File: config.mk
export PLATFORM = sky130hd
export DESIGN_NAME = uoram_access_scheduler
export DESIGN_NICKNAME = d
export VERILOG_FILES = /design/src/rtl/uoram_access_scheduler.sv
export SDC_FILE = /design/constraint.sdc
export NUM_CORES = 1
export LEC_CHECK = 0
export ABC_AREA = 0
export CAP_MARGIN = 20
export CELL_PAD_IN_SITES_DETAIL_PLACEMENT = 2
export CELL_PAD_IN_SITES_GLOBAL_PLACEMENT = 2
export CORE_MARGIN = 2
export CORE_UTILIZATION = 35
export CTS_CLUSTER_SIZE = 12
export DETAILED_ROUTE_END_ITERATION = 16
export DONT_BUFFER_PORTS = 1
export HOLD_SLACK_MARGIN = 0.15
export PLACE_DENSITY_LB_ADDON = 0.1
export SLEW_MARGIN = 20
export SYNTH_ARGS = -nofsm -noshare
export SYNTH_HDL_FRONTEND = slang
export SYNTH_SLANG_ARGS = --single-unit
File: constraint.sdc
create_clock -name Clock -period 2.4 [get_ports Clock]
set_input_delay 0 -clock Clock [delete_from_list [all_inputs] [get_ports Clock]]
set_output_delay 0 -clock Clock [all_outputs]
set_load 0.01 [all_outputs]
File: src/rtl/uoram_access_scheduler.sv
// Arbitrates LLC data-block and PLB posmap requests onto a single ORAM backend,
// issues the backend command and tracks the block's data beats to completion.
module uoram_access_scheduler #(
    parameter int ORAMU       = 32,
    parameter int BECMDWidth  = 2,
    parameter int BlockChunks = 8,
    parameter int StarveLimit = 4
) (
    input  logic                  Clock,
    input  logic                  Reset,
    input  logic                  LLCReqValid,
    output logic                  LLCReqReady,
    input  logic [BECMDWidth-1:0] LLCReqCmd,
    input  logic [ORAMU-1:0]      LLCReqPAddr,
    input  logic                  PLBReqValid,
    output logic                  PLBReqReady,
    input  logic                  PLBReqEvict,
    input  logic [ORAMU-1:0]      PLBReqPAddr,
    output logic                  BECmdValid,
    input  logic                  BECmdReady,
    output logic [BECMDWidth-1:0] BECmd,
    output logic [ORAMU-1:0]      BEPAddr,
    output logic                  SwitchReq,
    output logic                  DataBlockReq,
    output logic [BECMDWidth-1:0] Cmd,
    input  logic                  StoreBeat,
    input  logic                  LoadBeat,
    output logic                  LLCDone,
    output logic                  PLBDone,
    output logic                  Busy
);

    localparam int CntW = $clog2(BlockChunks) + 1;
    localparam int StvW = $clog2(StarveLimit + 1);

    localparam logic [BECMDWidth-1:0] CmdUpdate = BECMDWidth'(0);
    localparam logic [BECMDWidth-1:0] CmdAppend = BECMDWidth'(1);
    localparam logic [BECMDWidth-1:0] CmdRead   = BECMDWidth'(2);

    localparam logic [CntW-1:0] CntFull  = CntW'(BlockChunks);
    localparam logic [StvW-1:0] StvLimit = StvW'(StarveLimit);

    typedef enum logic [1:0] {IDLE, ISSUE, XFER, DONE} state_e;

    state_e                  state_q;
    logic [BECMDWidth-1:0]   cmd_q;
    logic [ORAMU-1:0]        addr_q;
    logic                    llc_q;
    logic [CntW-1:0]         cnt_q, cnt_d;
    logic [StvW-1:0]         starve_q;
    logic                    becmd_valid_q;
    logic                    llc_done_q, plb_done_q;

    logic                    idle_ok, grant_llc, grant_plb;
    logic [BECMDWidth-1:0]   grant_cmd;
    logic [ORAMU-1:0]        grant_addr;
    logic                    store_dir, beat, counting;

    // Grant is combinational so Ready/SwitchReq land in the cycle the request is seen.
    always_comb begin
        idle_ok    = Reset && (state_q == IDLE);
        grant_llc  = idle_ok && LLCReqValid && (!PLBReqValid || (starve_q == StvLimit));
        grant_plb  = idle_ok && PLBReqValid && !grant_llc;
        grant_cmd  = grant_llc ? LLCReqCmd : (PLBReqEvict ? CmdAppend : CmdRead);
        grant_addr = grant_llc ? LLCReqPAddr : PLBReqPAddr;
        store_dir  = (cmd_q == CmdUpdate) || (cmd_q == CmdAppend);
        beat       = store_dir ? StoreBeat : LoadBeat;
        counting   = (state_q == ISSUE) || (state_q == XFER);
        cnt_d      = cnt_q;
        if (counting && beat && (cnt_q != CntFull))
            cnt_d = cnt_q + CntW'(1);
    end

    assign LLCReqReady  = grant_llc;
    assign PLBReqReady  = grant_plb;
    assign SwitchReq    = grant_llc | grant_plb;
    assign DataBlockReq = grant_llc;
    assign Cmd          = SwitchReq ? grant_cmd : '0;
    assign BECmdValid   = becmd_valid_q;
    assign BECmd        = cmd_q;
    assign BEPAddr      = addr_q;
    assign LLCDone      = llc_done_q;
    assign PLBDone      = plb_done_q;
    assign Busy         = (state_q != IDLE);

    always_ff @(posedge Clock) begin
        if (!Reset) begin
            state_q       <= IDLE;
            cmd_q         <= '0;
            addr_q        <= '0;
            llc_q         <= 1'b0;
            cnt_q         <= '0;
            starve_q      <= '0;
            becmd_valid_q <= 1'b0;
            llc_done_q    <= 1'b0;
            plb_done_q    <= 1'b0;
        end else begin
            llc_done_q <= 1'b0;
            plb_done_q <= 1'b0;
            cnt_q      <= cnt_d;
            case (state_q)
                IDLE: begin
                    if (SwitchReq) begin
                        cmd_q         <= grant_cmd;
                        addr_q        <= grant_addr;
                        llc_q         <= grant_llc;
                        becmd_valid_q <= 1'b1;
                        cnt_q         <= '0;
                        state_q       <= ISSUE;
                        if (grant_llc)
                            starve_q <= '0;
                        else if (LLCReqValid && (starve_q != StvLimit))
                            starve_q <= starve_q + StvW'(1);
                    end
                end
                ISSUE: begin
                    if (becmd_valid_q && BECmdReady) begin
                        becmd_valid_q <= 1'b0;
                        state_q       <= XFER;
                    end
                end
                XFER: begin
                    // cnt_d already full covers beats that all arrived during ISSUE.
                    if (cnt_d == CntFull) begin
                        cnt_q      <= '0;
                        llc_done_q <= llc_q;
                        plb_done_q <= !llc_q;
                        state_q    <= DONE;
                    end
                end
                DONE:    state_q <= IDLE;
                default: state_q <= IDLE;
            endcase
        end
    end

`ifdef SIMULATION
    always_ff @(posedge Clock) begin
        if (Reset && beat && ((state_q == IDLE) || (state_q == DONE)))
            $fatal(1, "uoram_access_scheduler: data beat with no active access");
    end
`endif

endmodule

Word-level counts from Yosys, hierarchy flattened
Index checks and enable logic that the tools add are counted.
{"block": "word_totals", "input_bits": 74, "output_inout_bits": 44, "word_cells": 66, "reg_bits": 47}
{"block": "classes", "reduce_logical": 25, "n_mux": 18, "n_eq_ne": 11, "add_sub_neg": 2, "bitwise_logic": 1}
{"op": "$mux W32", "n": 1}
{"op": "$mux W2", "n": 6}
{"op": "$mux W4", "n": 3}
{"op": "$reduce_and A3 Y1", "n": 4}
{"op": "$logic_and A1 B1 Y1", "n": 9}
{"op": "$pmux W2 S4", "n": 1}
{"op": "$pmux W4 S2", "n": 1}
{"op": "$mux W3", "n": 2}
{"op": "$reduce_bool A2 Y1", "n": 3}
{"op": "$add A4 B1 Y4 const B", "n": 1}
{"op": "$eq A2 B1 Y1 const B", "n": 2}
{"op": "$eq A2 B2 Y1 const B", "n": 2}
{"op": "$eq A4 B4 Y1 const B", "n": 1}
{"op": "$logic_not A2 Y1", "n": 2}
{"op": "$ne A2 B1 Y1 const B", "n": 2}
{"op": "$ne A4 B4 Y1 const B", "n": 1}
{"op": "$add A3 B1 Y3 const B", "n": 1}
{"op": "$eq A3 B3 Y1 const B", "n": 1}
{"op": "$logic_not A1 Y1", "n": 3}
{"op": "$logic_or A1 B1 Y1", "n": 3}
{"op": "$mux W1", "n": 3}
{"op": "$ne A3 B3 Y1 const B", "n": 1}
{"op": "$ne A2 B2 Y1 const B", "n": 1}
{"op": "$pmux W1 S2", "n": 1}
{"op": "2 further kinds", "n": 2}

Depth between registers and ports, before layout
{"block": "logic_depth", "ltp_word": 9, "mapped_depth": 10, "ltp_nobuf": 7}

Least setup slack after synthesis
Ideal clock, no wire load.
{"block": "synth_timing", "path_type": "register to register", "from": "register state_q[0]", "to": "register state_q[0]", "setup_ns": 0.116, "path_buffers": 0, "t_arrival_ns": 1.884, "period_less_slack_ns": 2.000, "setup_slack_ns": 0.400, "path_stages_with_launch": 8, "required_time_ns": 2.284, "cell_sequence": "dfxtp_1 > inv_1 > ha_1 > inv_1 > or4_4 > a31oi_4 > o21ai_2 > o211a_1"}
{"block": "synth_between", "elab_chain_cells": 9, "word_cells_on_any_way": 21, "cone_classes": "eq/ne: 7; mux: 2; bitwise: 1; reduce/logical: 11"}
{"item": "from (decl)", "line_no": "45", "text": "state_e state_q;"}
{"item": "from (signal assigned)", "line_no": "88", "text": "state_q <= IDLE;"}
{"item": "from (signal assigned)", "line_no": "109", "text": "state_q <= ISSUE;"}
{"item": "from (signal assigned)", "line_no": "119", "text": "state_q <= XFER;"}
{"item": "branches (longest 9 deep; another with $mux W4)"}
Several ways; the timed one is not identified.
A chain may end at the register's enable or synchronous reset.

Worst setup path in the final report
{"block": "layout_timing", "from": "register state_q[0]", "to": "register cmd_q[1] (netlist: BECmd[1])"}
{"block": "layout_between", "elab_chain_cells": 8, "word_cells_on_any_way": 10, "cone_classes": "mux: 1; bitwise: 1; reduce/logical: 8"}
{"item": "$logic_not A2 Y1 *", "line_no": "61, 101"}
{"item": "$logic_and A1 B1 Y1", "line_no": "61", "text": "idle_ok = Reset && (state_q == IDLE);"}
{"item": "$logic_and A1 B1 Y1 (2 in series)", "line_no": "62", "text": "grant_llc = idle_ok && LLCReqValid && (!PLBReqValid || (starve_q == StvLimit));"}
{"item": "$logic_not A1 Y1", "line_no": "63", "text": "grant_plb = idle_ok && PLBReqValid && !grant_llc;"}
{"item": "$logic_and A1 B1 Y1", "line_no": "63"}
{"item": "$or A1 B1 Y1", "line_no": "76", "text": "assign SwitchReq = grant_llc | grant_plb;"}
{"item": "$reduce_and A2 Y1 (no line)"}
{"item": "to (signal assigned)", "line_no": "104", "text": "cmd_q <= grant_cmd;"}
{"item": "to (decl)", "line_no": "46", "text": "logic [BECMDWidth-1:0] cmd_q;"}
Mark *: on every way between the ends. The rest lies on a longest branch, timed or not.

==> results.txt <==
Area leader, netlist -> dfxtp_1
Yosys top cell area share -> 38.4%
Lkg Pwr -> 1.78 nW
Clk_skew -> 0.0145 ns
Crit-path max cell delay -> 0.58 ns
FILL cells -> 692
Antenna violations before repair -> 1
Path type of the worst setup path -> flop to flop
Register Area -> 941 µm²
Sequential area share after synthesis -> 38.4%
Setup ws final -> 0.179 ns
Starting density of the core -> 36.1%
Vias per inst -> 5.21
Reg2Reg Setup Slack -> 0.18 ns
Largest net degree at the start of global routing -> 53
Worst Max-Slew Pin Slew -> 0.504 ns
Crit path required time -> 2.60 ns
Iter 0 DRT Violations -> 63
DRC viols -> 0
CTS H-tree depth -> 2
Drt pass-1 iters -> 4
Root Buffer -> clkbuf_8
Crit-path cells -> inv_1 > ha_1 > nand3_1 > nand2b_4 > nor2_1 > a211oi_2 > dlygate4sd3_1 > a31o_1
Arrival time at the worst endpoint -> 2.42 ns
Port bufs -> 0
Period minus WS final -> 2.22 ns
Fraction of registers with async set/reset -> 0%
Main synth FF type -> dfxtp_1
Place WS -> 0.223 ns
First-pass GRT wire length -> 13.0 mm
Layout area overhead -> 38.4%
Worst path top cell family by delay -> buffers and inverters
Syn nets -> 341
Top post-synthesis cells by area -> dfxtp_1 38%, mux2i_1 14%, o211a_1 13%, nand2_1 6.7%, ha_1 4.1%
Setup TNS -> 0 ns
Hold path startpoint -> PLBReqEvict
Number of max-cap violations -> 0
Die height -> 87.7 µm
Clock Sinks -> 47
Bufs and invs on worst path -> 2
RR Endpoint -> BECmd[1]
Hold Vio Cnt, Final -> 0
Part of the power in registers -> 42.4%
Net load switching power -> 1.13 mW
Status -> finished, final reports clean
DRT Wirelength -> 8.62 mm
Post-synth EDFFs -> 0
Post-CTS Setup Inserts -> 0
DR vias -> 2221
Part of the cycle the worst path needs -> 92.5%
Gr usage total -> 22.1%
Ys Warns -> 0
Die area -> 7690 µm²
Clk pwr share -> 17.2%
Rel. slew slack -> 65.4%
Layout cells sized above 1 -> 7.62%
Worst-path clk slew -> 0.09 ns
Reg2reg path depth -> 8
Commonest cells in the netlist -> 47 x dfxtp_1, 44 x nand2_1, 35 x mux2i_1, 33 x o211a_1, 11 x inv_1
Worst Hold Path Cells -> 3
GRT overflow -> 0
Switching share of power -> 40.5%
DP Wirelength -> 4.36 mm
Synth cell types -> 44
Final #Nets -> 410
Internal power -> 1.66 mW
IO Count -> 118
Hold Path Class -> primary input to flop
Num rows -> 30
Clk_lat worst skew -> 0.30 ns
Avg Synthesized Cell Area -> 9.46 µm²
Unrepaired setup endpoints after global routing -> false
PwrDens -> 825 nW/µm²
CP endpoint kind -> flop
Slowest-stage cell, CP -> dlygate4sd3_1
Peak VDD IR -> 0.000282 V
Die span in x -> 87.7 µm
Total CTS buffers -> 5
CTS tree -> built
Footprint of the multi-input gates -> 1380 µm²
Final setup vio count -> 0
Fin. max-slew vios -> 0
WL/cell -> 20.2 µm
Maximum clock frequency -> 0.450 GHz
Synthesized flop and latch total -> 47
Vias in the first global route -> 2508
Most frequent cell after synthesis -> dfxtp_1
Core area -> 6790 µm²
Clk buf depth -> 2
CP max FO -> 7
Reg2reg start -> state_q[0]
Comb pwr share -> 40.5%
Mapped Area -> 2450 µm²
Hold Crit Endpoint -> BECmd[0]
Mapped Cells -> 259
Placer Congestion -> 0.813
Final ANT Viol Nets -> 0
Startpoint Class -> flop
==> repair_timing <==
item                                    CTS  global route
hold buffers                             73             0
resized for setup                         0             2
hold endpoints to repair                 48             0
endpoints found under the setup margin    0             1
==> tightest hold or removal path: cells and delay by family <==
kind               cells  cell delay (ns)
muxes                  1             0.05
and+or+nand+nor        1             0.24
AOI/OAI and AO/OA      1             0.14
==> sequential cells by signal (all words and copies together) (netlist names) <==
register / count
PLBDone: 1
BECmd: 2
llc_q: 1
BEPAddr: 32
cnt_q: 4
LLCDone: 1
state_q: 2
starve_q: 3
BECmdValid: 1
==> layer usage <==
metal  vias up  track usage (%)  share of wire [%]
met5         -                0                  0
met4         0             8.81                2.4
met3        17             5.94                6.2
met2        82             39.9                 53
met1      1060             24.6                 38
li1       1062                -                  -
==> layout by cell type, fill, tap and decap left out, types with 2 or more instances in the layout <==
cell           count
and4_1             2
nor2_1             9
diode_2            2
nand3_1            4
inv_1             11
clkbuf_8           5
buf_12             3
ha_1               8
nor3_1             2
dfxtp_1           47
nor2b_1            2
o21ai_0           10
and2_1             2
buf_4              5
mux2i_1           35
a31o_1             2
a21oi_1            5
o211a_1           33
nand2_1           44
dlygate4sd3_1     72
==> final cells by class <==
class / count / share of cell area, %
diodes: 2 / 0.148
clock buffers: 5 / 2.03
clock inverters: 2 / 0.406
inverters: 12 / 1.33
multi-input cells: 182 / 40.6
flip-flops and latches: 47 / 27.8
well taps: 96 / 3.54
repair buffers: 80 / 24.1
==> cell families (layout without fill, tap and decap cells) <==
logic type	count (synthesis)	after routing	synth area share (%)
simple gates	71	71	13.0
compound gates	66	66	23.5
flops	47	47	38.4
mux	36	36	14.8
buf+inv	30	99	5.87
fa+ha+maj	8	8	4.09
xor+xnor	1	1	0.358
other cells	0	2	0
==> how the worst max path moves through the flow <==
stage	cells past startpoint	start	to	slack, ns
4_1_cts	8	state_q[0]	BECmd[1]	0.08
2_1_floorplan	7	state_q[0]	state_q[0]	0.40
6_report	8	state_q[0]	BECmd[1]	0.18
5_1_grt	8	state_q[0]	BECmd[1]	0.03
3_3_place_gp	7	state_q[0]	state_q[0]	0.29
3_5_place_dp	7	state_q[0]	state_q[0]	0.22
==> power groups by stage <==
stage	clock network [mW]	registers, mW	logic [mW]
finish	0.480	1.18	1.13
floorplan	0	1.14	0.759
detailed placement	0	1.19	0.965
global placement	0	1.19	0.938
global route	0.532	1.21	1.26
CTS	0.493	1.18	1.09
==> per-stage QoR <==
stage          power (mW)  hold slack (ns)  cells  cell area, µm²  utilization [%]
2_1_floorplan        1.90           0.0944    259            2450                -
3_3_place_gp         2.13            0.119    344            2550             37.6
3_5_place_dp         2.16            0.128    344            2550             37.6
4_1_cts              2.76            0.151    424            3370             49.7
5_1_grt              3.00            0.167    425            3390             49.9
6_report             2.80            0.155    426            3390             49.9
Note: power is estimated with default switching activity, not from simulation.
